==> config.mk <==
export PLATFORM = sky130hd
export DESIGN_NAME = cache_mem_arbiter
export DESIGN_NICKNAME = d
export VERILOG_FILES = /design/src/rtl/cache_mem_arbiter.sv
export SDC_FILE = /design/constraint.sdc
export NUM_CORES = 1
export LEC_CHECK = 0
export ABC_AREA = 1
export BUFFER_PORTS_ARGS = -buffer_cell sky130_fd_sc_hd__buf_2
export CAP_MARGIN = 0
export CORE_AREA = 2 2 416 418
export DETAILED_ROUTE_END_ITERATION = 8
export DIE_AREA = 0 0 418 420
export HOLD_SLACK_MARGIN = 0.15
export PLACE_DENSITY = 0.3
export SKIP_LAST_GASP = 1
export SYNTH_ARGS = -nofsm -noshare
export SYNTH_HDL_FRONTEND = slang
export SYNTH_SLANG_ARGS = --single-unit
==> constraint.sdc <==
create_clock -name clk -period 2.04 [get_ports clk]
set_input_delay 0.204 -clock clk [delete_from_list [all_inputs] [get_ports clk]]
set_output_delay 0.204 -clock clk [all_outputs]
set_load 0.01 [all_outputs]
==> src/rtl/cache_mem_arbiter.sv <==
// cache_mem_arbiter: round-robin arbiter sharing one line-wide Avalon-MM memory port among PORTS cache controllers.
// Optional feature macro CACHE_ARB_WB_PRIO_EN: pending writebacks win arbitration over refills.
module cache_mem_arbiter #(
  parameter int PORTS     = 4,
  parameter int LINE_BITS = 128,
  parameter int ADDR_BITS = 32,
  localparam int IDX_W    = $clog2(PORTS)
) (
  input  logic                       clk,
  input  logic                       rst_n,
  input  logic [PORTS*ADDR_BITS-1:0] up_address,
  input  logic [PORTS-1:0]           up_read,
  input  logic [PORTS-1:0]           up_write,
  input  logic [PORTS*LINE_BITS-1:0] up_writedata,
  output logic [PORTS-1:0]           up_waitrequest,
  output logic [LINE_BITS-1:0]       up_readdata,
  output logic [ADDR_BITS-1:0]       down_address,
  output logic                       down_read,
  output logic                       down_write,
  output logic [LINE_BITS-1:0]       down_writedata,
  input  logic                       down_waitrequest,
  input  logic [LINE_BITS-1:0]       down_readdata,
  output logic                       grant_valid,
  output logic [IDX_W-1:0]           grant_idx
);

  typedef enum logic {IDLE, BUSY} state_t;

  state_t               state_reg, state_next;
  logic [IDX_W-1:0]     grant_idx_reg, grant_idx_next;
  logic [IDX_W-1:0]     rr_ptr_reg, rr_ptr_next;
  logic [ADDR_BITS-1:0] slot_addr  [PORTS];
  logic [LINE_BITS-1:0] slot_wdata [PORTS];
  logic [IDX_W:0]       rot_sum    [PORTS];
  logic [IDX_W-1:0]     rot_idx    [PORTS];
  logic [PORTS-1:0]     req, cand;
  logic                 pick_found;
  logic [IDX_W-1:0]     pick_idx;
  logic                 busy, g_req, g_read, g_write;
  logic [IDX_W-1:0]     rr_inc;

  // rot_idx[k] is the slot k positions after the rr pointer, wrapped into 0..PORTS-1.
  genvar gi;
  generate
    for (gi = 0; gi < PORTS; gi++) begin : g_slot
      assign slot_addr[gi]  = up_address[gi*ADDR_BITS +: ADDR_BITS];
      assign slot_wdata[gi] = up_writedata[gi*LINE_BITS +: LINE_BITS];
      assign rot_sum[gi]    = {1'b0, rr_ptr_reg} + (IDX_W+1)'(gi);
      assign rot_idx[gi]    = (rot_sum[gi] >= (IDX_W+1)'(PORTS))
                              ? IDX_W'(rot_sum[gi] - (IDX_W+1)'(PORTS))
                              : rot_sum[gi][IDX_W-1:0];
    end
  endgenerate

  assign req = up_read | up_write;

`ifdef CACHE_ARB_WB_PRIO_EN
  assign cand = (|up_write) ? up_write : req;
`else
  assign cand = req;
`endif

  // Scan from farthest to nearest so the slot closest to the rr pointer wins.
  always_comb begin
    pick_found = 1'b0;
    pick_idx   = '0;
    for (int k = PORTS - 1; k >= 0; k--) begin
      if (cand[rot_idx[k]]) begin
        pick_found = 1'b1;
        pick_idx   = rot_idx[k];
      end
    end
  end

  assign busy    = (state_reg == BUSY);
  assign g_req   = req[grant_idx_reg];
  assign g_write = up_write[grant_idx_reg];
  assign g_read  = up_read[grant_idx_reg] & ~g_write;
  assign rr_inc  = (grant_idx_reg == IDX_W'(PORTS - 1)) ? '0 : grant_idx_reg + IDX_W'(1);

  assign down_read      = busy & g_read;
  assign down_write     = busy & g_write;
  assign down_address   = slot_addr[grant_idx_reg];
  assign down_writedata = slot_wdata[grant_idx_reg];
  assign up_readdata    = down_readdata;
  assign grant_valid    = busy;
  assign grant_idx      = grant_idx_reg;

  always_comb begin
    up_waitrequest = '1;
    if (busy) begin
      up_waitrequest[grant_idx_reg] = down_waitrequest;
    end
  end

  // Leaving BUSY covers both a completed access and the owner withdrawing its request.
  always_comb begin
    state_next     = state_reg;
    grant_idx_next = grant_idx_reg;
    rr_ptr_next    = rr_ptr_reg;
    case (state_reg)
      IDLE: begin
        if (pick_found) begin
          state_next     = BUSY;
          grant_idx_next = pick_idx;
        end
      end
      BUSY: begin
        if (!g_req || !down_waitrequest) begin
          state_next  = IDLE;
          rr_ptr_next = rr_inc;
        end
      end
      default: state_next = IDLE;
    endcase
  end

  always_ff @(posedge clk or negedge rst_n) begin
    if (!rst_n) begin
      state_reg     <= IDLE;
      grant_idx_reg <= '0;
      rr_ptr_reg    <= '0;
    end else begin
      state_reg     <= state_next;
      grant_idx_reg <= grant_idx_next;
      rr_ptr_reg    <= rr_ptr_next;
    end
  end

endmodule

* After elaboration in Yosys (flattened, before gate mapping)
Cells that the tools add are included.
** Storage, ports and cells
- Register bits after elaboration :: 5
- Bits in latches :: 0
- Bits in writable memories :: 0
- Bits in read-only memories :: 0
- Word-level logic and storage cells :: 77
- Memories kept :: 0
** Cells by class
- Add/subtract/negate cells :: 8
- Multipliers :: 0
- Divide/modulo/power cells :: 0
- Magnitude comparators :: 11
- Eq/ne operators :: 1
- Shift-type cells :: 0
- Muxes and demuxes :: 39
- Bitwise logic cells :: 9
- Reductions and logical operators :: 6
** Operator list (count)
- $bmux 128 s2 :: 1
- $mux 128 :: 2
- $bmux 32 s2 :: 1
- $mux 32 :: 2
- $mux 2 :: 9
- $lt 2x3->1 const B :: 5
- $bmux 1 s2 :: 7
- $mux 1 :: 14
- $ge 3x3->1 const B :: 4
- $or 4x4->4 :: 2
- $sub 2x1->2 const B :: 4
- $add 2x2->3 const B :: 2
- $mux 4 :: 1
- $not 4->4 :: 1
- $reduce_and 2->1 :: 2
- $add 2x1->3 const B :: 1
- $and 1x1->1 :: 3
- $ge 2x3->1 const B :: 1
- $not 2->3 :: 1
- $add 2x1->2 const B :: 1
- $demux 1 s2 :: 1
- $eq 2x2->1 const B :: 1
- $ge 2x1->1 const B :: 1
- $logic_not 1->1 :: 2
- 4 further kinds :: 5

* Logic depth before layout (Yosys ltp)
Gate-level depths: netlist of the first run.
- Depth in word-level cells :: 11
- Mapped depth :: 11
- Mapped depth without buffers :: 10

* Least setup slack after synthesis of the first run
No wires, ideal clock.
- Kind :: flip-flop to flip-flop
- Start point :: register grant_idx_reg[0] (netlist: grant_idx[0])
- End point :: register rr_ptr_reg[1]
- Library setup time :: 0.117 ns
- Arrival :: 1.373 ns
- Required time :: 1.923 ns
- Path slack :: 0.550 ns
- Stages on the path, launching flop included :: 8
- Buffers on the path :: 3
- Period minus slack after synthesis :: 1.490 ns
- Path through :: dfrtp_1 inv_2 buf_6 buf_6 buf_6 ha_1 nand3_1 nand2_1
** RTL lines
- start: declaration :: line 30 : logic [IDX_W-1:0] grant_idx_reg, grant_idx_next;
- start signal: assignment :: line 125 : grant_idx_reg <= grant_idx_next;
- $add 2x1->2 / $eq 2x2->1 (equally long branches) :: line 79 : assign rr_inc = (grant_idx_reg == IDX_W'(PORTS - 1)) ? '0 : grant_idx_reg + IDX_W'(1);
- $mux 2 * :: line 79
- net rr_inc[1] :: line 40 : logic [IDX_W-1:0] rr_inc;
- end signal: assignment :: line 126 : rr_ptr_reg <= rr_ptr_next;
- end: declaration :: line 31 : logic [IDX_W-1:0] rr_ptr_reg, rr_ptr_next;
The timed path passes the listed nets; every way through them passes the cells marked *. The select of a mux whose other input is x is not followed.
A chain may end at the register's enable or synchronous reset.

* Worst setup path in the final report of the first run
- Start point :: register grant_idx_reg[0] (netlist: grant_idx[0])
- End point :: output port down_writedata[125]
** Between the ends
- Word-level cells in the longest chain between the ends :: 4
** RTL lines
- $not 2->3 (implied by the code) :: line 84 : assign down_writedata = slot_wdata[grant_idx_reg];
- $bmux 128 s2 :: line 84
- $mux 128 (implied by the code) (2 in series) :: line 84
- end: declaration :: line 20 : output logic [LINE_BITS-1:0] down_writedata,
No other way between the ends. The select of a mux whose other input is x is not followed.

==> summary.txt, run 1 <==
Critical path
  • Worst EP required: 1840 ps
  • Critical path's slowest cell: dfrtp_4
  • Delay-heaviest family, CP: buffers and inverters
  • WS Path Type: flop to output port
  • Arrival time worst endpoint: 1980 ps
  • Critical path fanouts, max: 34
  • Worst Reg-to-Reg Cells: 6
  • Crit path launch type: flop
  • Worst R2R Start: grant_idx[0]
  • Crit-path max cell delay: 510 ps
  • R2R setup slack: 290 ps
  • WP buf/inv: 4
  • Critical-path cell list: buf_12, buf_4, buf_16, nor2_1, o22ai_1, buf_2
  • R2R Path End: rr_ptr_reg[0]
  • Worst Setup End Kind: output port

Detailed routing
  • Drt total wl: 109,000 um
  • WL per Instance: 26.2 um
  • Starting DRT DRC Count: 959
  • Number of routed nets with antenna violations: 0
  • Via count: 12,400
  • Drt pass-1 iters: 5
  • DRC viols: 0
  • DR vias/cell: 2.98

Floorplanning
  • Core Box Area: 0.171 mm2
  • I/O pin cnt: 1,076
  • Die width: 418 um
  • Initial core utilization: 3.52%
  • Die ar.: 0.176 mm2
  • Die H: 420 um
  • Rows: 152

Power and ir drop
  • Total power per unit cell area: 1630 mW/mm2
  • Total power: 25.4 mW
  • Leak: 6.59 nW
  • Maximum vdd ir drop: 0.371 mV

Logic synthesis
  • Yosys warns: 0
  • Post-synthesis register bit count: 5
  • Post-synth net total: 1,930
  • Synth Area per Inst: 5.25 um2
  • Synth Cell Area: 0.00602 mm2
  • Synth Instances: 1,147
  • Count of different cell masters after synthesis: 24
  • Seq/Total Area, Yosys: 2.08%

Global routing
  • Met1 global-route usage: 14.5%
  • GR Layer Usage met2: 17.2%
  • Top Usage Layer GRT: met2
  • GRT Total Usage: 11.2%
  • First-pass GRT wire length: 128,000 um
  • Largest net degree at the start of global routing: 51
  • Initial antenna violation count: 82
  • Vias in the first global route: 11,600
  • Met3 Use GR: 4.22%
  • Grt total ovfl: 0

STA
  • Tmin final: 2180 ps
  • Worst Tran Pin Value: 470 ps
  • Setup Viol. Count Final: 87
  • Count of pins over their slew limit: 0
  • Relative slew slack: 68.3%
  • Fmax: 458 MHz
  • Final worst-path cycle share: 107%
  • Final Hold Fails: 0
  • Unrepaired setup endpoints after global routing: yes
  • Worst-case clock skew: 2.33 ps
  • Worst setup slack after layout: -142 ps

Clocking
  • Clock Tree Buf Depth: 2
  • Clk_lat worst skew: 230 ps
  • Register clock-pin slew on the reported worst setup and hold paths: 30 ps
  • TritonCTS clock tree: done
  • Root buf cell: clkbuf_16
  • TritonCTS Buffers: 3
  • # clock sinks: 5
  • H-Tree Depth: 1

Placement
  • Placer Congestion: 0.914
  • PortBufs: 819
  • Post-place setup slack: -351 ps
  • DP Wirelength: 91,800 um

Final layout
  • Final #Nets: 2,697
  • Area Overhead vs Synth: 159%
  • Fillers: 20,200
  • Share of cells above drive strength 1: 62.7%

Run status
  • Status: finished with violations
  • Failing checks: negative setup slack

Hold path
  • Hold WC Path Type: input port to flop
  • Hold Path Depth: 3
  • Hold Crit Start: down_waitrequest
  • WHS Endpoint: grant_valid

Job
  • MaxCap Viol Count: 0
-- cells in the final DEF (no fill, tap or decap), drive strengths merged --
cell and count:
inv 16, o21ai 328, bufbuf 1, dlygate4sd3 1
clkinv 2, a21oi 7, nand2 42, xor2 1
ha 4, nand3 12, clkbuf 22, dfrtp 5
or2 1, nor2 333, o22ai 160, diode 19
buf 978
-- layer usage --
metal	vias up	share of wire, %
li1	5457	-
met1	5870	41
met2	806	44
met3	205	11
met4	56	3.2
met5	-	0.31
-- worst max-delay path by stage --
stage / cells past startpoint / to / slack (ps) / from
2_1_floorplan: 7 / rr_ptr_reg[1] / 550 / grant_idx[0]
3_3_place_gp: 6 / down_writedata[1] / -340 / grant_idx[0]
3_5_place_dp: 6 / down_writedata[1] / -350 / grant_idx[0]
4_1_cts: 7 / down_writedata[106] / -220 / grant_idx[0]
5_1_grt: 7 / down_writedata[30] / -190 / grant_idx[0]
6_report: 6 / down_writedata[125] / -140 / grant_idx[0]
-- layout make-up --
cell class | instances | area [um2] | share of cell area, %
timing repair buffer | 998 | 7040 | 45.2
multi-input combinational | 888 | 5350 | 34.4
tap | 2233 | 2790 | 17.9
sequential | 5 | 133 | 0.852
inverter | 17 | 103 | 0.659
clock buffer | 4 | 78.8 | 0.506
antenna | 19 | 47.5 | 0.305
timing repair inverter | 1 | 30.0 | 0.193
-- worst reg2reg max path, cell delays in order (launching register included) --
cell     delay [ps]
dfrtp_4         510
buf_12          180
buf_6           160
buf_16          180
ha_1            220
or2_2           290
o21ai_1         130
-- through the flow --
step / utilization, % / instances / setup TNS (ps) / cell area (um2) / hold slack (ps)
after global routing: 9.09 / 4151 / -11260 / 15500 / 348
final: 9.11 / 4165 / -5340 / 15600 / 324
after global placement: 7.39 / 4074 / -3420 / 12600 / 93.6
after CTS: 8.01 / 4108 / -15050 / 13700 / 312
after floorplan: - / 1147 / 0 / 6020 / -91.6
after detailed placement: 7.39 / 4074 / -3780 / 12600 / 85.1
-- power breakdown --
| group | total (mW) | switching, mW | internal, mW |
|---|---|---|---|
| Combinational | 24.8 | 14.4 | 10.4 |
| Clock | 0.326 | 0.0665 | 0.259 |
| Sequential | 0.273 | 0.109 | 0.164 |
| Total | 25.4 | 14.6 | 10.8 |
-- synthesized netlist by cell type --
cell type / instances / share of area (%)
a21oi_1: 6 / 0.50
a21oi_2: 1 / 0.15
buf_1: 1 / 0.062
buf_2: 15 / 1.2
buf_4: 137 / 17
buf_6: 22 / 4.1
clkbuf_1: 49 / 3.1
clkbuf_2: 13 / 1.1
dfrtp_1: 5 / 2.1
ha_1: 4 / 0.83
inv_1: 14 / 0.87
inv_2: 3 / 0.19
nand2_1: 41 / 2.6
nand2_2: 1 / 0.10
nand3_1: 11 / 0.91
nand3_2: 1 / 0.17
nor2_1: 332 / 21
nor2_2: 1 / 0.10
o21ai_0: 322 / 27
o21ai_1: 5 / 0.42
o21ai_2: 1 / 0.15
o22ai_1: 160 / 17
or2_2: 1 / 0.10
xor2_1: 1 / 0.15
-- cell families (layout without fill, tap and decap cells) --
group,count (synthesis),count (layout),share of synthesized area [%]
AO/OA/AOI/OAI,495,495,44.6
AND/OR/NAND/NOR,388,388,24.6
buffers and inverters,254,1020,27.7
flip-flops,5,5,2.08
adder cells (fa/ha/maj),4,4,0.831
XOR/XNOR,1,1,0.145
other,0,19,0
-- repair_timing --
| item | CTS | global route |
|---|---|---|
| pin swaps | 18 | 89 |
| gates cloned | 9 | 18 |
| hold buffers | 1 | 0 |
| hold endpoints to repair | 5 | 0 |
| setup endpoints to repair | 122 | 159 |
| gates resized for setup | 133 | 438 |
| setup buffers | 20 | 23 |
Note: power is estimated with default switching activity, not from simulation.
==> inputs of run 2 (changes only) <==
--- a/config.mk
+++ b/config.mk
@@ -5,7 +5,6 @@
 export SDC_FILE = /design/constraint.sdc
 export NUM_CORES = 1
 export LEC_CHECK = 0
-export ABC_AREA = 1
 export BUFFER_PORTS_ARGS = -buffer_cell sky130_fd_sc_hd__buf_2
 export CAP_MARGIN = 0
 export CORE_AREA = 2 2 416 418
==> run 2 against run 1 <==
  * First-iteration DRC count up 12%
  * Largest cell class unchanged
  * Worst setup slack better by 35 ps
  * Global-route usage down 0.073 points
  * Fmax up 1.6%
  * Wire length down 4.8%
  * Flip-flop and latch count unchanged
  * Clock power down 1%
  * Sequential share of layout area up 0.27 points
  * Cell count down 20%
  * Clock-buffer cell count unchanged
  * Critical path depth down 2
  * The flow still finishes with violations (negative setup slack)
==> summary.txt, run 2 <==
STA
  • Unrepaired setup endpoints after global routing: yes
  • WHS: 362 ps
  • Tmin final: 2150 ps
  • Worst setup slack after layout: -108 ps
  • Setup total negative slack: -1370 ps
  • Relative slew slack: 78.0%
  • Fmax: 466 MHz
  • Setup Viol. Count Final: 37
  • Count of pins over their slew limit: 0
  • Worst Tran Pin Value: 327 ps
  • Worst-case clock skew: 1.23 ps
  • Final worst-path cycle share: 105%
  • Final Hold Fails: 0

Power and ir drop
  • Total power: 13.1 mW
  • Total power per unit cell area: 1110 mW/mm2
  • Maximum vdd ir drop: 0.447 mV
  • Leak: 4.78 nW

Clocking
  • Root buf cell: clkbuf_16
  • TritonCTS Buffers: 3
  • Register clock-pin slew on the reported worst setup and hold paths: 30 ps
  • H-Tree Depth: 1
  • Clock Tree Buf Depth: 2
  • Clk_lat worst skew: 230 ps
  • # clock sinks: 5
  • TritonCTS clock tree: done

Global routing
  • Vias in the first global route: 7,741
  • First-pass GRT wire length: 119,000 um
  • Largest net degree at the start of global routing: 37
  • Grt total ovfl: 0
  • GRT Total Usage: 11.1%
  • Initial antenna violation count: 132

Logic synthesis
  • Post-synthesis register bit count: 5
  • Synth Instances: 374
  • Cell taking the most area after synthesis: mux4_2
  • Synth Area per Inst: 14.1 um2
  • Yosys warns: 0
  • Asr flop ratio synth: 100%
  • Largest cells by area after synthesis: mux4_2 69%, buf_4 20%, dfrtp_1 2.4%
  • Number of synthesized flops with an enable pin: 0
  • Synth Flop Type: dfrtp_1
  • Post-synth net total: 1,157
  • Synth Cell Area: 0.00527 mm2
  • Top-count cell post-synth: mux4_2
  • Top-area cell type share of the netlist area: 69.2%
  • Top post-synthesis cells by count: 162 x mux4_2, 144 x buf_4, 14 x buf_2, 7 x nor2_1
  • Count of different cell masters after synthesis: 31
  • Seq/Total Area, Yosys: 2.37%

Placement
  • Dpl cell area: 0.0113 mm2
  • Placer Congestion: 1.05
  • PortBufs: 819
  • DP Wirelength: 97,100 um
  • Placed insts: 3,287
  • Post-place setup slack: 22.1 ps

Run status
  • Status: finished with violations
  • Failing checks: negative setup slack

Critical path
  • R2R setup slack: 40 ps
  • Arrival time worst endpoint: 1940 ps
  • R2R Path End: rr_ptr_reg[0]
  • Worst R2R Start: grant_idx[0]
  • WS Path Type: flop to output port
  • Critical path's slowest cell: mux4_2
  • Worst Setup End Kind: output port
  • Crit path launch type: flop
  • Worst Reg-to-Reg Cells: 6
  • Critical-path cell list: buf_12, bufbuf_16, mux4_2, buf_2
  • Critical path fanouts, max: 11
  • Crit-path max cell delay: 590 ps
  • Worst EP required: 1840 ps

Floorplanning
  • Die ar.: 0.176 mm2
  • Die H: 420 um
  • Die width: 418 um
  • I/O pin cnt: 1,076
  • Rows: 152
  • Initial core utilization: 3.08%
  • Core Box Area: 0.171 mm2

Final layout
  • Share of cells above drive strength 1: 96.0%
  • Final Cell Area: 0.0118 mm2
  • Post-Layout Cell Count: 3,331
  • Area Overhead vs Synth: 124%
  • Commonest non-fill, non-tap cell in the layout: buf_2
  • Final #Nets: 1,856
  • Final core occ: 6.90%
  • Most frequent cells in the layout: 806 x buf_2, 162 x mux4_2, 27 x buf_4

Detailed routing
  • DRC viols: 0
  • WL per Instance: 31.1 um
  • Starting DRT DRC Count: 1,075
  • Via count: 8,444
  • Drt pass-1 iters: 5
  • DR vias/cell: 2.53
  • Number of routed nets with antenna violations: 0
  • Drt total wl: 104,000 um

Job
  • MaxCap Viol Count: 0

Hold path
  • Hold WC Path Type: input port to async pin
run 2: kinds of logic (layout without fill, tap and decap cells):
logic type	Yosys count	after routing	share of synthesized area, %
adder cells (fa/ha/maj)	4	4	0.949
AND/OR/NAND/NOR	21	21	2.06
flip-flops	5	5	2.37
buffers and inverters	167	865	22.8
other	0	26	0
AO/OA/AOI/OAI	12	12	1.99
multiplexers	165	165	69.8
run 2: worst max path at each step:
| stage | from | endpoint | slack, ps | cells after the start |
|---|---|---|---|---|
| 2_1_floorplan | grant_idx[0] | down_address[0] | 320 | 4 |
| 3_3_place_gp | grant_idx[0] | down_writedata[40] | 40 | 4 |
| 3_5_place_dp | grant_idx[0] | down_writedata[40] | 20 | 4 |
| 4_1_cts | grant_idx[0] | down_writedata[40] | -80 | 4 |
| 5_1_grt | grant_idx[0] | down_writedata[76] | -100 | 4 |
| 6_report | grant_idx[0] | down_writedata[76] | -110 | 4 |
run 2: worst max-delay path, delay by kind of cell (launching register included):
kind	cells	cell delay [ps]
buf+inv	3	670
mux	1	590
flops	1	430
run 2: cell type report:
cell class | instances | area [um2]
Timing Repair Buffer | 859 | 4770
Sequential cell | 5 | 133
Inverter | 2 | 10.0
Multi-Input combinational cell | 202 | 3950
Tap cell | 2233 | 2790
Clock buffer | 4 | 78.8
Antenna cell | 26 | 65.1
Fill cell | 20100 | 159000
run 2: repair_timing:
action                                  CTS  global route
buffers inserted                          5             1
hold buffers                              1             0
endpoints found under the setup margin  113            96
cloned                                    4             3
pin swaps                                 0             2
hold endpoints to repair                  5             0
resized for setup                        21            10
run 2: where the power goes:
group          leakage [nW]  internal [mW]  switching, mW  total [mW]
sequential           0.0570          0.166         0.0922       0.258
clock                0.0383          0.259         0.0632       0.322
combinational          4.69           5.87           6.64        12.5
total                  4.78           6.29           6.79        13.1
run 2: per-layer routing:
layer | track usage (%) | share of wire, %
met1 | 14.2 | 41
met2 | 16.3 | 42
met3 | 6.05 | 14
met4 | 1.96 | 2.6
met5 | 0 | 0.37
